--- config.mk ---
export PLATFORM = sky130hd
export DESIGN_NAME = ram_loader
export DESIGN_NICKNAME = d
export VERILOG_FILES = /design/src/rtl/lab8_pkg.sv /design/src/rtl/key_debounce.sv /design/src/rtl/ram_loader.sv
export SDC_FILE = /design/constraint.sdc
export NUM_CORES = 1
export LEC_CHECK = 0
export ABC_CLOCK_PERIOD_IN_PS = 3750
export BUFFER_PORTS_ARGS = -buffer_cell sky130_fd_sc_hd__buf_2
export CAP_MARGIN = 20
export CORE_ASPECT_RATIO = 0.5
export CORE_MARGIN = 1
export CORE_UTILIZATION = 50
export DETAILED_ROUTE_END_ITERATION = 7
export MAX_ROUTING_LAYER = met4
export PLACE_DENSITY_LB_ADDON = 0.2
export SYNTH_ARGS = -nofsm -noshare
export SYNTH_HDL_FRONTEND = slang
export SYNTH_SLANG_ARGS = --single-unit
--- constraint.sdc ---
create_clock -name CLK -period 3.75 [get_ports CLK]
set_clock_uncertainty 0.1 [all_clocks]
set_input_delay 0.375 -clock CLK [delete_from_list [all_inputs] [get_ports CLK]]
set_output_delay 0.375 -clock CLK [all_outputs]
set_load 0.01 [all_outputs]
--- src/rtl/lab8_pkg.sv ---
// Shared definitions for the RAM loader and the RAM/scroll top.
// Holds the loader state encoding and board-level constants.
package lab8_pkg;

  localparam int unsigned RAM_ADDR_W = 5;
  localparam int unsigned RAM_DATA_W = 8;
  localparam int unsigned CLK_HZ     = 50_000_000;

  typedef enum logic [1:0] {
    IDLE,
    WRITE,
    CLEAR
  } state_e;

  function automatic int unsigned deb_cnt_w(
    input int unsigned n
  );
    return $clog2(n + 1);
  endfunction

endpackage

--- src/rtl/key_debounce.sv ---
// Push-button conditioner: 2-flop synchroniser, stability counter
// and a one-cycle pulse on the debounced released->pressed edge.
module key_debounce
  import lab8_pkg::*;
#(
  parameter int unsigned DEB_CYCLES = 50000
) (
  input  logic clk,
  input  logic rst_n,
  input  logic key_n,
  output logic press
);

  localparam int unsigned CNT_W = deb_cnt_w(DEB_CYCLES);
  localparam logic [CNT_W-1:0] CNT_MAX = CNT_W'(DEB_CYCLES);

  logic             meta_q, meta_d;
  logic             sync_q, sync_d;
  logic             level_q, level_d;
  logic             press_q, press_d;
  logic [CNT_W-1:0] cnt_q, cnt_d;

  always_comb begin
    meta_d  = ~key_n;
    sync_d  = meta_q;
    level_d = level_q;
    press_d = 1'b0;
    cnt_d   = '0;
    // Count only while the synced level disagrees with the accepted one
    if (sync_q != level_q) begin
      if (cnt_q == CNT_MAX) begin
        level_d = sync_q;
        press_d = sync_q;
      end else begin
        cnt_d = cnt_q + CNT_W'(1);
      end
    end
  end

  always_ff @(posedge clk) begin
    if (!rst_n) begin
      meta_q  <= 1'b0;
      sync_q  <= 1'b0;
      level_q <= 1'b0;
      press_q <= 1'b0;
      cnt_q   <= '0;
    end else begin
      meta_q  <= meta_d;
      sync_q  <= sync_d;
      level_q <= level_d;
      press_q <= press_d;
      cnt_q   <= cnt_d;
    end
  end

  assign press = press_q;

endmodule

--- src/rtl/ram_loader.sv ---
// Turns debounced WRITE/CLEAR keys into single-cycle RAM writes with
// an auto-incrementing pointer, plus a full-depth clear sweep.
module ram_loader
  import lab8_pkg::*;
#(
  parameter int unsigned ADDR_W     = RAM_ADDR_W,
  parameter int unsigned DATA_W     = RAM_DATA_W,
  parameter int unsigned DEB_CYCLES = 50000
) (
  input  logic              CLK,
  input  logic              RESET_N,
  input  logic              KEY_WR_N,
  input  logic              KEY_CLR_N,
  input  logic [DATA_W-1:0] SW,
  output logic [DATA_W-1:0] DATA,
  output logic [ADDR_W-1:0] ADDRESS,
  output logic              WE,
  output logic [ADDR_W-1:0] PTR,
  output logic              WRAPPED,
  output logic              BUSY
);

  localparam logic [ADDR_W-1:0] ADDR_MAX = '1;
  localparam logic [ADDR_W-1:0] ADDR_ONE = ADDR_W'(1);

  logic wr_press;
  logic clr_press;

  key_debounce #(.DEB_CYCLES(DEB_CYCLES)) u_wr_key (
    .clk   (CLK),
    .rst_n (RESET_N),
    .key_n (KEY_WR_N),
    .press (wr_press)
  );

  key_debounce #(.DEB_CYCLES(DEB_CYCLES)) u_clr_key (
    .clk   (CLK),
    .rst_n (RESET_N),
    .key_n (KEY_CLR_N),
    .press (clr_press)
  );

  state_e            state_q, state_d;
  logic [DATA_W-1:0] data_q, data_d;
  logic [ADDR_W-1:0] addr_q, addr_d;
  logic [ADDR_W-1:0] ptr_q, ptr_d;
  logic [ADDR_W-1:0] sweep_q, sweep_d;
  logic              we_q, we_d;
  logic              wrapped_q, wrapped_d;
  logic              busy_q, busy_d;

  // Outputs are registered, so each branch sets what the next state shows
  always_comb begin
    state_d   = state_q;
    data_d    = data_q;
    addr_d    = addr_q;
    ptr_d     = ptr_q;
    sweep_d   = sweep_q;
    wrapped_d = wrapped_q;
    we_d      = 1'b0;
    busy_d    = 1'b0;
    unique case (state_q)
      IDLE: begin
        if (clr_press) begin
          state_d = CLEAR;
          sweep_d = '0;
          addr_d  = '0;
          data_d  = '0;
          we_d    = 1'b1;
          busy_d  = 1'b1;
        end else if (wr_press) begin
          state_d = WRITE;
          addr_d  = ptr_q;
          data_d  = SW;
          we_d    = 1'b1;
        end
      end
      WRITE: begin
        state_d = IDLE;
        ptr_d   = ptr_q + ADDR_ONE;
        if (ptr_q == ADDR_MAX) begin
          wrapped_d = 1'b1;
        end
      end
      CLEAR: begin
        if (sweep_q == ADDR_MAX) begin
          state_d   = IDLE;
          ptr_d     = '0;
          wrapped_d = 1'b0;
        end else begin
          sweep_d = sweep_q + ADDR_ONE;
          addr_d  = sweep_q + ADDR_ONE;
          data_d  = '0;
          we_d    = 1'b1;
          busy_d  = 1'b1;
        end
      end
      default: begin
        state_d = IDLE;
      end
    endcase
  end

  always_ff @(posedge CLK) begin
    if (!RESET_N) begin
      state_q   <= IDLE;
      data_q    <= '0;
      addr_q    <= '0;
      ptr_q     <= '0;
      sweep_q   <= '0;
      we_q      <= 1'b0;
      wrapped_q <= 1'b0;
      busy_q    <= 1'b0;
    end else begin
      state_q   <= state_d;
      data_q    <= data_d;
      addr_q    <= addr_d;
      ptr_q     <= ptr_d;
      sweep_q   <= sweep_d;
      we_q      <= we_d;
      wrapped_q <= wrapped_d;
      busy_q    <= busy_d;
    end
  end

  assign DATA    = data_q;
  assign ADDRESS = addr_q;
  assign WE      = we_q;
  assign PTR     = ptr_q;
  assign WRAPPED = wrapped_q;
  assign BUSY    = busy_q;

endmodule
## Word level (Yosys, flattened, before mapping)

Cells that the tools add are included.

| word-level totals | value |
|---|---|
| register bits | 68 |
| latch bits | 0 |
| memory bits (writable) | 0 |
| memory bits (read-only) | 0 |
| input bits | 12 |
| output and inout port bits | 21 |
| word-level logic and storage cells | 79 |
| memories | 0 |

| operators by class | value |
|---|---|
| $add $sub $neg | 4 |
| $mul | 0 |
| divide/modulo/power cells | 0 |
| order comparisons | 0 |
| equal/unequal tests | 13 |
| shift-type cells | 0 |
| mux-type cells | 25 |
| bitwise gates (word level) | 5 |
| reduce and logical (&&, ||, !) cells | 14 |

Operators with widths:

| operator | number |
|---|---|
| $add A16 B1 Y16 const B | 2 |
| $eq A16 B16 Y1 const B | 2 |
| $pmux W5 S2 | 3 |
| $mux W5 | 5 |
| $mux W8 | 3 |
| $pmux W8 S2 | 1 |
| $reduce_and A3 Y1 | 5 |
| $add A5 B1 Y5 const B | 2 |
| $eq A5 B5 Y1 const B | 2 |
| $reduce_and A2 Y1 | 4 |
| $mux W1 | 6 |
| $mux W2 | 3 |
| $ne A2 B2 Y1 const B | 3 |
| $pmux W1 S2 | 3 |
| $reduce_or A3 Y1 | 2 |
| $not A1 Y1 | 5 |
| $pmux W2 S2 | 1 |
| $reduce_bool A2 Y1 | 2 |
| $ne A3 B1 Y1 const B | 1 |
| $eq A2 B1 Y1 const B | 1 |
| $eq A2 B2 Y1 const B | 1 |
| $logic_not A2 Y1 | 1 |
| $ne A1 B1 Y1 | 2 |
| $ne A2 B1 Y1 const B | 1 |

## Logic depth before layout (Yosys ltp)

Gate-level depths: netlist of run 1.

| logic depth | value |
|---|---|
| depth after elaboration | 3 |
| mapped depth | 8 |
| depth with buffers taken out | 7 |

## Cells and area by module

A second synthesis of run 1 with hierarchy kept.

| second synthesis, totals | value |
|---|---|
| cell total of the unflattened synthesis | 321 |
| area, all modules | 3,129.3 µm² |

By module, submodules not included:

| module | instances | cells each | area each (µm²) | sequential area each (µm²) |
|---|---|---|---|---|
| key_debounce | 2 | 96 | 945.9 | 400.4 |
| ram_loader | 1 | 129 | 1,237.4 | 560.5 |

## Least setup slack after synthesis of run 1

OpenSTA, ideal clock, no wires.

| path | value |
|---|---|
| path type | reg2reg |
| start point | register sweep_q[0] |
| end point | register addr_q[2] (netlist: ADDRESS[2]) |
| setup time | 86 ps |
| arrival time | 1,829 ps |
| required time | 3,564 ps |
| setup slack | 1,736 ps |
| stages on the path, launching flop included | 9 |
| path buffers | 1 |
| path through | dfxtp_1 > ha_1 > and3_1 > ha_1 > a21oi_1 > o31a_1 > clkbuf_1 > nor2_1 > a211oi_1 |

| on the way | value |
|---|---|
| word-level cells in the longest chain between the ends | 3 |
| elaborated cells between the ends (all ways) | 6 |
| classes of those cells | add/sub (1); eq/ne (2); mux (2); reduce/logical (1) |

Ends and longest elaborated chain:

| item | line | RTL |
|---|---|---|
| from (decl) | ram_loader.sv:47 | `logic [ADDR_W-1:0] sweep_q, sweep_d;` |
| from (signal assigned) | ram_loader.sv:119 | `sweep_q <= sweep_d;` |
| $add A5 B1 Y5 or $eq A5 B5 Y1 (tied branches) | ram_loader.sv:92, ram_loader.sv:86 |  |
| $mux W5 or $ne A2 B2 Y1 (tied branches) | n/a |  |
| $pmux W5 S2 or $reduce_and A3 Y1 (tied branches) | n/a |  |
| to (signal assigned) | ram_loader.sv:117 | `addr_q <= addr_d;` |
| to (decl) | ram_loader.sv:45 | `logic [ADDR_W-1:0] addr_q, addr_d;` |

Parallel ways exist; a longest one is shown, timed or not. The select of a mux whose other input is x is not followed.
A chain may end at the register's enable or synchronous reset.

## Worst setup path after layout of run 1

| path | value |
|---|---|
| start point | register sweep_q[0] |
| end point | register data_q[3] (netlist: DATA[3]) |

| on the way | value |
|---|---|
| word-level cells in the longest chain between the ends | 3 |

Ends and longest elaborated chain:

| item | line | RTL |
|---|---|---|
| $eq A5 B5 Y1 | ram_loader.sv:86 | `if (sweep_q == ADDR_MAX) begin` |
| $ne A2 B2 Y1 (no line) | n/a |  |
| $reduce_and A3 Y1 (no line) | n/a |  |
| to (signal assigned) | ram_loader.sv:116 | `data_q <= data_d;` |
| to (decl) | ram_loader.sv:44 | `logic [DATA_W-1:0] data_q, data_d;` |

No other way between the ends.

==> results.sh, run 1 <==
export IMPL_cts_reportedPaths_clkPinSlew_ps=50
export IMPL_report_final_hold_viol_count=0
export IMPL_tritoncts_clock_tree="done"
export IMPL_postSynthNetCount=328
export IMPL_netSwitchingFraction_pct=19.32
export IMPL_clock_tree_root_buffer_cell="clkbuf_16"
export IMPL_final_min_period_over_clock_period_pct=62.01
export IMPL_number_of_setup_violations_in_the_final_report=0
export IMPL_timing_hold_ws_ps=90.42
export IMPL_die_w_um=108.7
export IMPL_post_synth_cell_area_avg_um2=9.234
export IMPL_yosys_warnings=0
export IMPL_area_taken_by_flip_flops_and_latches_um2=1361
export IMPL_layout_cells_most_common="dfxtp_1"
export IMPL_power_density_cell_area_nw_per_um2=490.4
export IMPL_synth_area_top_cells="dfxtp_1, nor2_1, xnor2_1"
export IMPL_detail_route_drc_violations=0
export IMPL_slowest_library_cell_on_the_worst_path="o31a_1"
export IMPL_setup_worst_path_class="reg2reg"
export IMPL_setup_total_negative_slack_ps=0
export IMPL_pin_count=33
export IMPL_gpl_final_weighted_congestion=0.9207
export IMPL_final_cell_mix="dfxtp_1, nor2_1, buf_2"
export IMPL_cts_resized=0
export IMPL_height_of_the_chip_um=55.33
export IMPL_cts_htree_levels=3
export IMPL_total_die_area_um2=6012
export IMPL_slew_headroom_pct=47.45
export IMPL_status="finished clean"
export IMPL_post_synth_instance_area_um2=2844
export IMPL_clkSinkCount=68
export IMPL_yosysSeqAreaShare_pct=47.87
export IMPL_clock_latency_ps=330
export IMPL_pin_count_of_the_biggest_net_entering_global_routing=18
export IMPL_wl_per_cell_um=13.33
export IMPL_layout_min_cycle_time_ps=2325
export IMPL_cts_hold_repair_buffers=0
export IMPL_required_ps=3870
export IMPL_hpwl_mm=3.755
export IMPL_finalWirelength_mm=5.560
export IMPL_antenna_violating_nets_post_route=0
export IMPL_maxCapViolations=0
export IMPL_layout_drive_gt1_share_pct=15.27
export IMPL_cell_count_of_the_worst_hold_path=2
export IMPL_worst_setup_ep_type="flip-flop"
export IMPL_synthDominantCellAreaShare_pct=47.87
export IMPL_cpMostUsedCell="ha_1"
export IMPL_total_leakage_power_uw=0.001270
export IMPL_final_core_util_pct=64.81
export IMPL_postCtsSetupRepairBufs=0
export IMPL_reg2reg_from="sweep_q[0]$_SDFFE_PN0P_"
export IMPL_hold_path_startpoint="KEY_CLR_N"
export IMPL_clock_power_share_pct=54.5
export IMPL_synth_edf_count=0
export IMPL_synth_seq_cells=68
export IMPL_kind_of_path_behind_the_tightest_hold_check="in2reg"
export IMPL_maxSlewViolCount=0
export IMPL_setup_slack_of_the_most_critical_reg_to_reg_path_ps=1420
export IMPL_track_usage_pct=21.26
export IMPL_drt_pass1_iter_count=4
export IMPL_first_global_vias=2086
export IMPL_maximum_fanout_count_along_the_critical_path=12
export IMPL_setup_worst_path_start_class="flip-flop"
export IMPL_initial_utilization_pct=54.67
export IMPL_cts_buffers_inserted=9
export IMPL_cts_buffer_depth=2
export IMPL_port_buffers=32
export IMPL_vias=2244
export IMPL_antenna_cells=0
export IMPL_r2r_end="DATA[3]$_SDFFE_PN0P_"
export IMPL_drt_iter0_drc=126
export IMPL_detail_route_vias_per_cell=5.381
export IMPL_worst_slew_pin_slew_ps=781.7
export IMPL_nets=362
export IMPL_netlist_instances=308
export IMPL_global_route_wire_length_before_repair_mm=9.563
export IMPL_ir_worst_vdd_uv=375.7
export IMPL_antenna_found_initial=0
export IMPL_timing_critical_path_slowest_cell_delay_ps=420
export IMPL_critPathArrivalTime_ps=2450
export IMPL_core_region_area_um2=5202
export IMPL_yosys_area_top_type="dfxtp_1"
export IMPL_r2r_worst_path_cells=7
export IMPL_fillerInstances=424
export IMPL_internal_pwr_total_uw=1334
export IMPL_area_delta_synth_final_pct=18.57
export IMPL_rsz_0062_raised_after_global_routing="false"
export IMPL_synthArstFlopShare_pct=0
export IMPL_max_clock_freq_mhz=430.1
export IMPL_power_switching_uw=319.6
export IMPL_num_rows=18
export IMPL_share_comb_of_total_power_pct=1.4
export IMPL_area_of_combinational_cells_with_multiple_inputs_um2=1399
export IMPL_timing_critical_path_cells="ha_1 -> and3_1 -> ha_1 -> a21oi_1 -> o31a_1 -> nor2_1 -> a22o_1"
export IMPL_worst_hold_path_endpoint="u_clr_key.meta_q$_SDFF_PN0_"
export IMPL_sequential_power_share_pct=44.1
export IMPL_gr_total_overflow=0
export IMPL_netlist_cell_type_count=45
export IMPL_ys_dominant_reg_cell="dfxtp_1"
sequential cells by signal (all words and copies together) (netlist names), 2 cells and up:
name and cells:
ADDRESS 5, u_clr_key.cnt_q 16, state_q 2, PTR 5
u_wr_key.cnt_q 16, sweep_q 5, DATA 8
how the worst max path moves through the flow:
stage | from | to | slack (ps)
global placement | sweep_q[0]$_SDFFE_PN0P_ | DATA[2]$_SDFFE_PN0P_ | 1550
CTS | sweep_q[0]$_SDFFE_PN0P_ | DATA[7]$_SDFFE_PN0P_ | 1450
detailed placement | sweep_q[0]$_SDFFE_PN0P_ | DATA[4]$_SDFFE_PN0P_ | 1470
global route | sweep_q[0]$_SDFFE_PN0P_ | DATA[7]$_SDFFE_PN0P_ | 1270
finish | sweep_q[0]$_SDFFE_PN0P_ | DATA[3]$_SDFFE_PN0P_ | 1420
floorplan | sweep_q[0]$_SDFFE_PN0P_ | ADDRESS[2]$_SDFFE_PN0P_ | 1740
metal layers:
layer	part of all wire [%]	GRT usage [%]
met5	0	-
met4	0.81	4.633
met3	4.0	8.855
met2	49	33.27
met1	46	25.57
power groups by stage:
stage / Combinational, µW / Sequential, µW / Clock, µW
2_1_floorplan: 13.2 / 745 / 0
3_3_place_gp: 22.7 / 744 / 0
3_5_place_dp: 23.2 / 745 / 0
4_1_cts: 23.2 / 729 / 922
5_1_grt: 26.0 / 729 / 957
6_report: 22.9 / 729 / 901
final cells by class:
cell class / instances / area share (%)
Sequential cell: 68 / 40.37
Multi-Input combinational cell: 221 / 41.48
Inverter: 10 / 1.113
Clock inverter: 6 / 2.597
Timing Repair Buffer: 32 / 4.750
Clock buffer: 10 / 7.087
Tap cell: 70 / 2.597
worst max-delay path, delay by kind of cell, from the launching register on:
family,cells,cell delay (ps)
adders and majority gates,2,480
and+or+nand+nor,2,410
DFF,1,340
AOI/OAI and AO/OA,3,870
cell usage after synthesis (2+ instances only):
cell type and n:
a31oi_1 3, xor2_1 11, a211oi_1 2, a21oi_1 12
dfxtp_1 68, and4b_1 2, nand2b_1 2, nand4_1 12
a22oi_1 2, nand2_1 15, nor2_1 51, and2_1 5
nor2b_1 2, nand4b_1 2, or4_1 2, nand3_1 15
a22o_1 8, o31ai_1 2, inv_1 9, clkbuf_1 6
and3_1 6, xnor2_1 20, nor4_1 8, nor3_1 7
o21ai_0 5, ha_1 8, nor4b_1 2, mux2i_1 4
kinds of logic after synthesis:
group | count (synthesis) | synth area share (%)
AND/OR/NAND/NOR | 139 | 25.56
flip-flops | 68 | 47.87
AO/OA/AOI/OAI | 38 | 8.755
XOR/XNOR | 31 | 9.547
buffers and inverters | 19 | 2.947
adder cells (fa/ha/maj) | 8 | 3.520
multiplexers | 5 | 1.804
per-stage QoR:
stage               setup slack, ps  cells  cell area, µm²  total power, µW
CTS                            1447    417            3372             1674
floorplan                      1736    308            2844            757.8
finish                         1425    417            3372             1654
global route                   1270    417            3372             1712
global placement               1552    401            3045            767.1
detailed placement             1472    401            3045            767.8
Note: power is estimated with default switching activity, not from simulation.
==> run 2, diff against run 1 <==
Settings changed: ABC_AREA from default to 1, ABC_CLOCK_PERIOD_IN_PS 3750 to 2150.
Clock period 3.75 ns to 2.15 ns, I/O delays scaled along.
==> run 2 against run 1 <==
Effect of this change: global-route usage up 0.28 points; sequential cell count unchanged; maximum frequency up 34%; combinational power up 86%; worst hold slack worse by 62 ps; utilization down 1.6 points; clock power up 44%; via count up 22%; critical path depth up 3; first-iteration DRC count up 57%; sequential share of layout area down 2.9 points; setup slack worse by 1000 ps; critical endpoint is now ADDRESS[3]$_SDFFE_PN0P_; largest cell class unchanged; highest routed layer unchanged.
==> results.sh, run 2 <==
export IMPL_post_synth_cell_area_avg_um2=7.031
export IMPL_setup_worst_path_start_class="flip-flop"
export IMPL_height_of_the_chip_um=57.88
export IMPL_hold_path_startpoint="SW[6]"
export IMPL_gpl_final_weighted_congestion=0.8120
export IMPL_first_global_vias=2400
export IMPL_pin_count_of_the_biggest_net_entering_global_routing=17
export IMPL_maximum_fanout_count_along_the_critical_path=10
export IMPL_cts_buffer_depth=2
export IMPL_setup_worst_path_class="reg2reg"
export IMPL_tritoncts_clock_tree="done"
export IMPL_nets=504
export IMPL_layout_drive_gt1_share_pct=12.47
export IMPL_antenna_cells=0
export IMPL_number_of_setup_violations_in_the_final_report=0
export IMPL_worst_hold_path_endpoint="DATA[6]$_SDFFE_PN0P_"
export IMPL_yosys_area_top_type="dfxtp_1"
export IMPL_slowest_library_cell_on_the_worst_path="dfxtp_1"
export IMPL_layout_cells_most_common="nand2_1"
export IMPL_post_synth_instance_area_um2=3122
export IMPL_power_density_cell_area_nw_per_um2=717.7
export IMPL_port_buffers=32
export IMPL_num_rows=19
export IMPL_area_delta_synth_final_pct=16.51
export IMPL_r2r_worst_path_cells=10
export IMPL_post_synth_top_count_cell="nand2_1"
export IMPL_setup_slack_of_the_most_critical_reg_to_reg_path_ps=410
export IMPL_critPathBufInv=2
export IMPL_netlist_cell_type_count=26
export IMPL_vias=2738
export IMPL_maxSlewViolCount=0
export IMPL_slew_headroom_pct=67.30
export IMPL_r2r_end="ADDRESS[3]$_SDFFE_PN0P_"
export IMPL_required_ps=2260
export IMPL_detail_route_drc_violations=0
export IMPL_status="finished clean"
export IMPL_antenna_violating_nets_post_route=0
export IMPL_reg2reg_from="sweep_q[0]$_SDFFE_PN0P_"
export IMPL_critPathArrivalTime_ps=1850
export IMPL_die_w_um=113.7
export IMPL_cts_htree_levels=3
export IMPL_drt_pass1_iter_count=5
export IMPL_final_min_period_over_clock_period_pct=80.83
export IMPL_kind_of_path_behind_the_tightest_hold_check="in2reg"
export IMPL_cell_count_of_the_worst_hold_path=3
export IMPL_worst_slew_pin_slew_ps=488.7
export IMPL_final_cell_mix="nand2_1, nor2_1, dfxtp_1"
export IMPL_ir_worst_vdd_uv=322.8
export IMPL_initial_utilization_pct=54.26
export IMPL_antenna_found_initial=0
export IMPL_max_clock_freq_mhz=575.4
export IMPL_yosys_warnings=0
export IMPL_pin_count=33
export IMPL_finalWirelength_mm=6.207
export IMPL_yosysSeqAreaShare_pct=43.61
export IMPL_report_final_hold_viol_count=0
export IMPL_ys_dominant_reg_cell="dfxtp_1"
export IMPL_synthArstFlopShare_pct=0
export IMPL_startpoint="sweep_q[0]$_SDFFE_PN0P_"
export IMPL_netlist_instances=444
export IMPL_synth_seq_cells=68
export IMPL_timing_critical_path_cells="ha_1 -> nand2_1 -> nor2_1 -> ha_1 -> inv_1 -> nand2_4 -> nand2_2 -> inv_2 -> nor2_1 -> a21oi_1"
export IMPL_rsz_0062_raised_after_global_routing="false"
export IMPL_wl_per_cell_um=10.83
export IMPL_core_region_area_um2=5753
export IMPL_drt_iter0_drc=198
export IMPL_cts_resized=0
export IMPL_track_usage_pct=21.54
export IMPL_synth_area_top_cells="dfxtp_1, nand2_1, nor2_1"
export IMPL_cts_buffers_inserted=9
export IMPL_clkSinkCount=68
export IMPL_maxCapViolations=0
export IMPL_post_layout_total_power_uw=2610
export IMPL_postSynthNetCount=464
export IMPL_layout_min_cycle_time_ps=1738
export IMPL_total_leakage_power_uw=0.001547
export IMPL_crit_family="simple AND/OR/NAND/NOR gates"
export IMPL_cts_reportedPaths_clkPinSlew_ps=50
export IMPL_clock_latency_ps=330
export IMPL_hpwl_mm=4.403
export IMPL_synthDominantCellAreaShare_pct=43.61
export IMPL_global_route_wire_length_before_repair_mm=10.49
export IMPL_setup_total_negative_slack_ps=0
export IMPL_gr_total_overflow=0
export IMPL_total_die_area_um2=6583
export IMPL_clock_tree_root_buffer_cell="clkbuf_16"
export IMPL_synth_edf_count=0
export IMPL_timing_critical_path_slowest_cell_delay_ps=330
export IMPL_detail_route_vias_per_cell=4.778
export IMPL_synth_commonest_cells="nand2_1, nor2_1, dfxtp_1"
export IMPL_worst_setup_ep_type="flip-flop"
[run 2: changes by cell type after synthesis, moves of 17 or more]
cell     change
a21oi_1     +20
inv_1       +49
nand2_1     +81
nand3_1     +21
nor2_1      +22
xnor2_1     -17
[run 2: timing repair]
action	in CTS	in global routing
hold endpoints to repair	2	0
hold buffers	2	0
setup buffers	0	0
[run 2: report_power, final]
part	internal, µW	switching [µW]	total [µW]
Clock	808	491	1300
Sequential	1270	2.82	1270
Combinational	16.6	26.0	42.6
[run 2: how the worst max path moves through the flow]
stage,end,slack [ps],depth (start not counted)
detailed placement,ADDRESS[3]$_SDFFE_PN0P_,420,10
finish,ADDRESS[3]$_SDFFE_PN0P_,410,10
global placement,ADDRESS[3]$_SDFFE_PN0P_,470,10
floorplan,ADDRESS[3]$_SDFFE_PN0P_,580,10
CTS,ADDRESS[3]$_SDFFE_PN0P_,420,10
global route,DATA[3]$_SDFFE_PN0P_,230,10
[run 2: layout make-up]
class	count	area (µm²)
Fill cell	553	2116
Multi-Input combinational cell	311	1498
Sequential cell	68	1361
Clock buffer	14	254.0
Inverter	59	221.5
Timing Repair Buffer	35	187.7
Tap cell	84	105.1
Clock inverter	2	10.01
[run 2: layer usage]
layer,vias to the layer above,routed length (µm),share of wire (%),track usage [%]
li1,1493,-,-,-
met1,1219,3068,49,24.28
met2,18,2871,46,35.63
met3,8,192,3.1,8.473
met4,0,74,1.2,6.767
met5,-,0,0,-
[run 2: tightest hold or removal path: cells and delay by family]
family	cells	cell delay, ps
AOI/OAI and AO/OA	1	50
buffers and inverters	1	90
and+or+nand+nor	1	50
[run 2: metrics by stage]
| stage | util, % | instance area, µm² | hold WS, ps | setup slack, ps | instances |
|---|---|---|---|---|---|
| 2_1_floorplan | - | 3122 | 187.4 | 580.1 | 444 |
| 3_3_place_gp | 58.29 | 3353 | 273.3 | 468.3 | 555 |
| 3_5_place_dp | 58.29 | 3353 | 277.9 | 418.3 | 555 |
| 4_1_cts | 63.22 | 3637 | 19.35 | 419.8 | 573 |
| 5_1_grt | 63.22 | 3637 | 26.20 | 226.7 | 573 |
| 6_report | 63.22 | 3637 | 28.14 | 412.1 | 573 |
[run 2: logic make-up (layout without fill, tap and decap cells)]
| kind of cell | after synthesis | after routing | share of synthesized area, % |
|---|---|---|---|
| fa+ha+maj | 8 | 8 | 3.207 |
| xor+xnor | 9 | 9 | 2.525 |
| flops | 68 | 68 | 43.61 |
| simple gates | 233 | 233 | 31.98 |
| buf+inv | 65 | 110 | 8.417 |
| compound gates | 61 | 61 | 10.26 |
==> run 3, diff against run 2 <==
Settings changed: ABC_CLOCK_PERIOD_IN_PS 2150 to 1600.
Clock period 2.15 ns to 1.6 ns, I/O delays scaled along.
==> run 3 against run 2 <==
Effect of this change: the run now ends with setup timing left; sequential share of layout area down 2.5 points; routed wire length up 11%; clock power up 36%; final cell count up 3.3%; first-iteration DRC count down 5.1%; critical endpoint is now ADDRESS[4]$_SDFFE_PN0P_.
==> results.sh, run 3 (synthesis results as in run 2) <==
export IMPL_total_die_area_um2=6583
export IMPL_detail_route_vias_per_cell=4.883
export IMPL_clock_latency_ps=330
export IMPL_timing_critical_path_slowest_cell_delay_ps=360
export IMPL_clkSinkCount=68
export IMPL_layout_drive_gt1_share_pct=17.13
export IMPL_timing_critical_path_cells="ha_4 -> nand2_4 -> nor2_2 -> ha_2 -> inv_2 -> nand2_4 -> nand2_4 -> buf_4 -> o21ai_1 -> a21oi_1"
export IMPL_slowest_library_cell_on_the_worst_path="dfxtp_4"
export IMPL_rsz_0062_raised_after_global_routing="true"
export IMPL_layout_min_cycle_time_ps=1621
export IMPL_maximum_fanout_count_along_the_critical_path=6
export IMPL_setup_worst_path_start_class="flip-flop"
export IMPL_antenna_found_initial=0
export IMPL_track_usage_pct=23.26
export IMPL_nets=523
export IMPL_timing_final_ws_setup_ps=-20.86
export IMPL_pin_count=33
export IMPL_area_delta_synth_final_pct=25.21
export IMPL_total_leakage_power_uw=0.001657
export IMPL_area_taken_by_flip_flops_and_latches_um2=1366
export IMPL_gpl_final_weighted_congestion=0.8092
export IMPL_required_ps=1710
export IMPL_number_of_setup_violations_in_the_final_report=1
export IMPL_clock_tree_root_buffer_cell="clkbuf_16"
export IMPL_power_switching_uw=727.5
export IMPL_layout_cells_most_common="nand2_1"
export IMPL_height_of_the_chip_um=57.88
export IMPL_tritoncts_clock_tree="done"
export IMPL_finalWirelength_mm=6.891
export IMPL_antenna_cells=0
export IMPL_status="finished, violations left"
export IMPL_postLayoutCellArea_um2=3909
export IMPL_cts_htree_levels=3
export IMPL_setup_total_negative_slack_ps=-20.86
export IMPL_hpwl_mm=4.503
export IMPL_numPlacedInstances=564
export IMPL_pin_count_of_the_biggest_net_entering_global_routing=19
export IMPL_setup_worst_path_class="reg2reg"
export IMPL_cpMostUsedCell="nand2_4"
export IMPL_critPathArrivalTime_ps=1730
export IMPL_initial_utilization_pct=54.26
export IMPL_final_min_period_over_clock_period_pct=101.3
export IMPL_maxSlewViolCount=0
export IMPL_ir_worst_vdd_uv=616.7
export IMPL_drt_iter0_drc=188
export IMPL_area_of_combinational_cells_with_multiple_inputs_um2=1595
export IMPL_clock_power_share_pct=49.8
export IMPL_detail_route_drc_violations=0
export IMPL_num_rows=19
export IMPL_cts_buffer_depth=2
export IMPL_drt_pass1_iter_count=4
export IMPL_netSwitchingFraction_pct=20.50
export IMPL_max_clock_freq_mhz=617.0
export IMPL_antenna_violating_nets_post_route=0
export IMPL_sequential_power_share_pct=48.0
export IMPL_worst_slew_pin_slew_ps=490.4
export IMPL_global_route_wire_length_before_repair_mm=11.35
export IMPL_cts_buffers_inserted=9
export IMPL_cts_reportedPaths_clkPinSlew_ps=50
export IMPL_vias=2891
export IMPL_fillerInstances=520
export IMPL_final_cell_mix="nand2_1, nor2_1, dfxtp_1"
export IMPL_report_final_hold_viol_count=0
export IMPL_die_w_um=113.7
export IMPL_internal_pwr_total_uw=2822
export IMPL_wl_per_cell_um=11.64
export IMPL_share_comb_of_total_power_pct=2.2
export IMPL_maxCapViolations=0
export IMPL_power_density_cell_area_nw_per_um2=908.1
export IMPL_gr_total_overflow=0
export IMPL_stdcell_count=592
export IMPL_dpl_instance_area_um2=3421
export IMPL_slew_headroom_pct=67.27
export IMPL_core_region_area_um2=5753
export IMPL_port_buffers=32
export IMPL_worst_setup_ep_type="flip-flop"
export IMPL_kind_of_path_behind_the_tightest_hold_check="in2reg"
export IMPL_violations="setup timing"
export IMPL_timing_hold_ws_ps=38.64
export IMPL_first_global_vias=2627
-- run 3: worst paths after layout --
check / start / end / slack [ps] / cells past startpoint
max: sweep_q[1]$_SDFFE_PN0P_ / ADDRESS[4]$_SDFFE_PN0P_ / -20 / 10
min: RESET_N / u_wr_key.sync_q$_SDFF_PN0_ / 40 / 3
max reg2reg: sweep_q[1]$_SDFFE_PN0P_ / ADDRESS[4]$_SDFFE_PN0P_ / -20 / 10
min reg2reg: u_wr_key.meta_q$_SDFF_PN0_ / u_wr_key.sync_q$_SDFF_PN0_ / 320 / 2
-- run 3: layer usage --
layer	global-route usage (%)	wire [µm]
met5	-	0
met4	9.211	78
met3	8.577	306
met2	39.29	3401
met1	25.31	3104
-- run 3: power groups by stage --
stage	registers [µW]	logic, µW	clock network (µW)
2_1_floorplan	1740	31.9	0
3_3_place_gp	1740	53.7	0
3_5_place_dp	1740	53.7	0
4_1_cts	1710	73.3	1800
5_1_grt	1700	86.7	1890
6_report	1700	78.1	1770
-- run 3: worst max-delay path: cells and delay by family (launching register included) --
kind,cells,cell delay [ps]
AO/OA/AOI/OAI,2,200
adder cells (fa/ha/maj),2,320
buffers and inverters,2,200
flip-flops,1,360
AND/OR/NAND/NOR,4,320
-- run 3: through the flow --
| stage | utilization, % | total power, µW | setup WS, ps |
|---|---|---|---|
| 4_1_cts | 66.01 | 3578 | 8.706 |
| 3_3_place_gp | 59.46 | 1794 | 8.350 |
| 2_1_floorplan | - | 1772 | 30.06 |
| 3_5_place_dp | 59.46 | 1794 | -89.25 |
| 6_report | 67.94 | 3549 | -20.86 |
| 5_1_grt | 67.94 | 3677 | -107.4 |
-- run 3: timing repair --
item / in CTS / in global routing
hold endpoints to repair: 10 / 0
setup buffers: 0 / 1
hold buffers: 10 / 0
gates cloned: 0 / 1
pin swaps: 0 / 7
resized for setup: 7 / 27
endpoints found under the setup margin: 18 / 44
-- run 3: area by class of cell --
| cell class | count | share of cell area [%] |
|---|---|---|
| Timing Repair Buffer | 53 | 8.963 |
| Sequential cell | 68 | 34.96 |
| Clock buffer | 14 | 6.498 |
| Inverter | 59 | 5.826 |
| Clock inverter | 2 | 0.2561 |
| Multi-Input combinational cell | 312 | 40.81 |
| Tap cell | 84 | 2.689 |
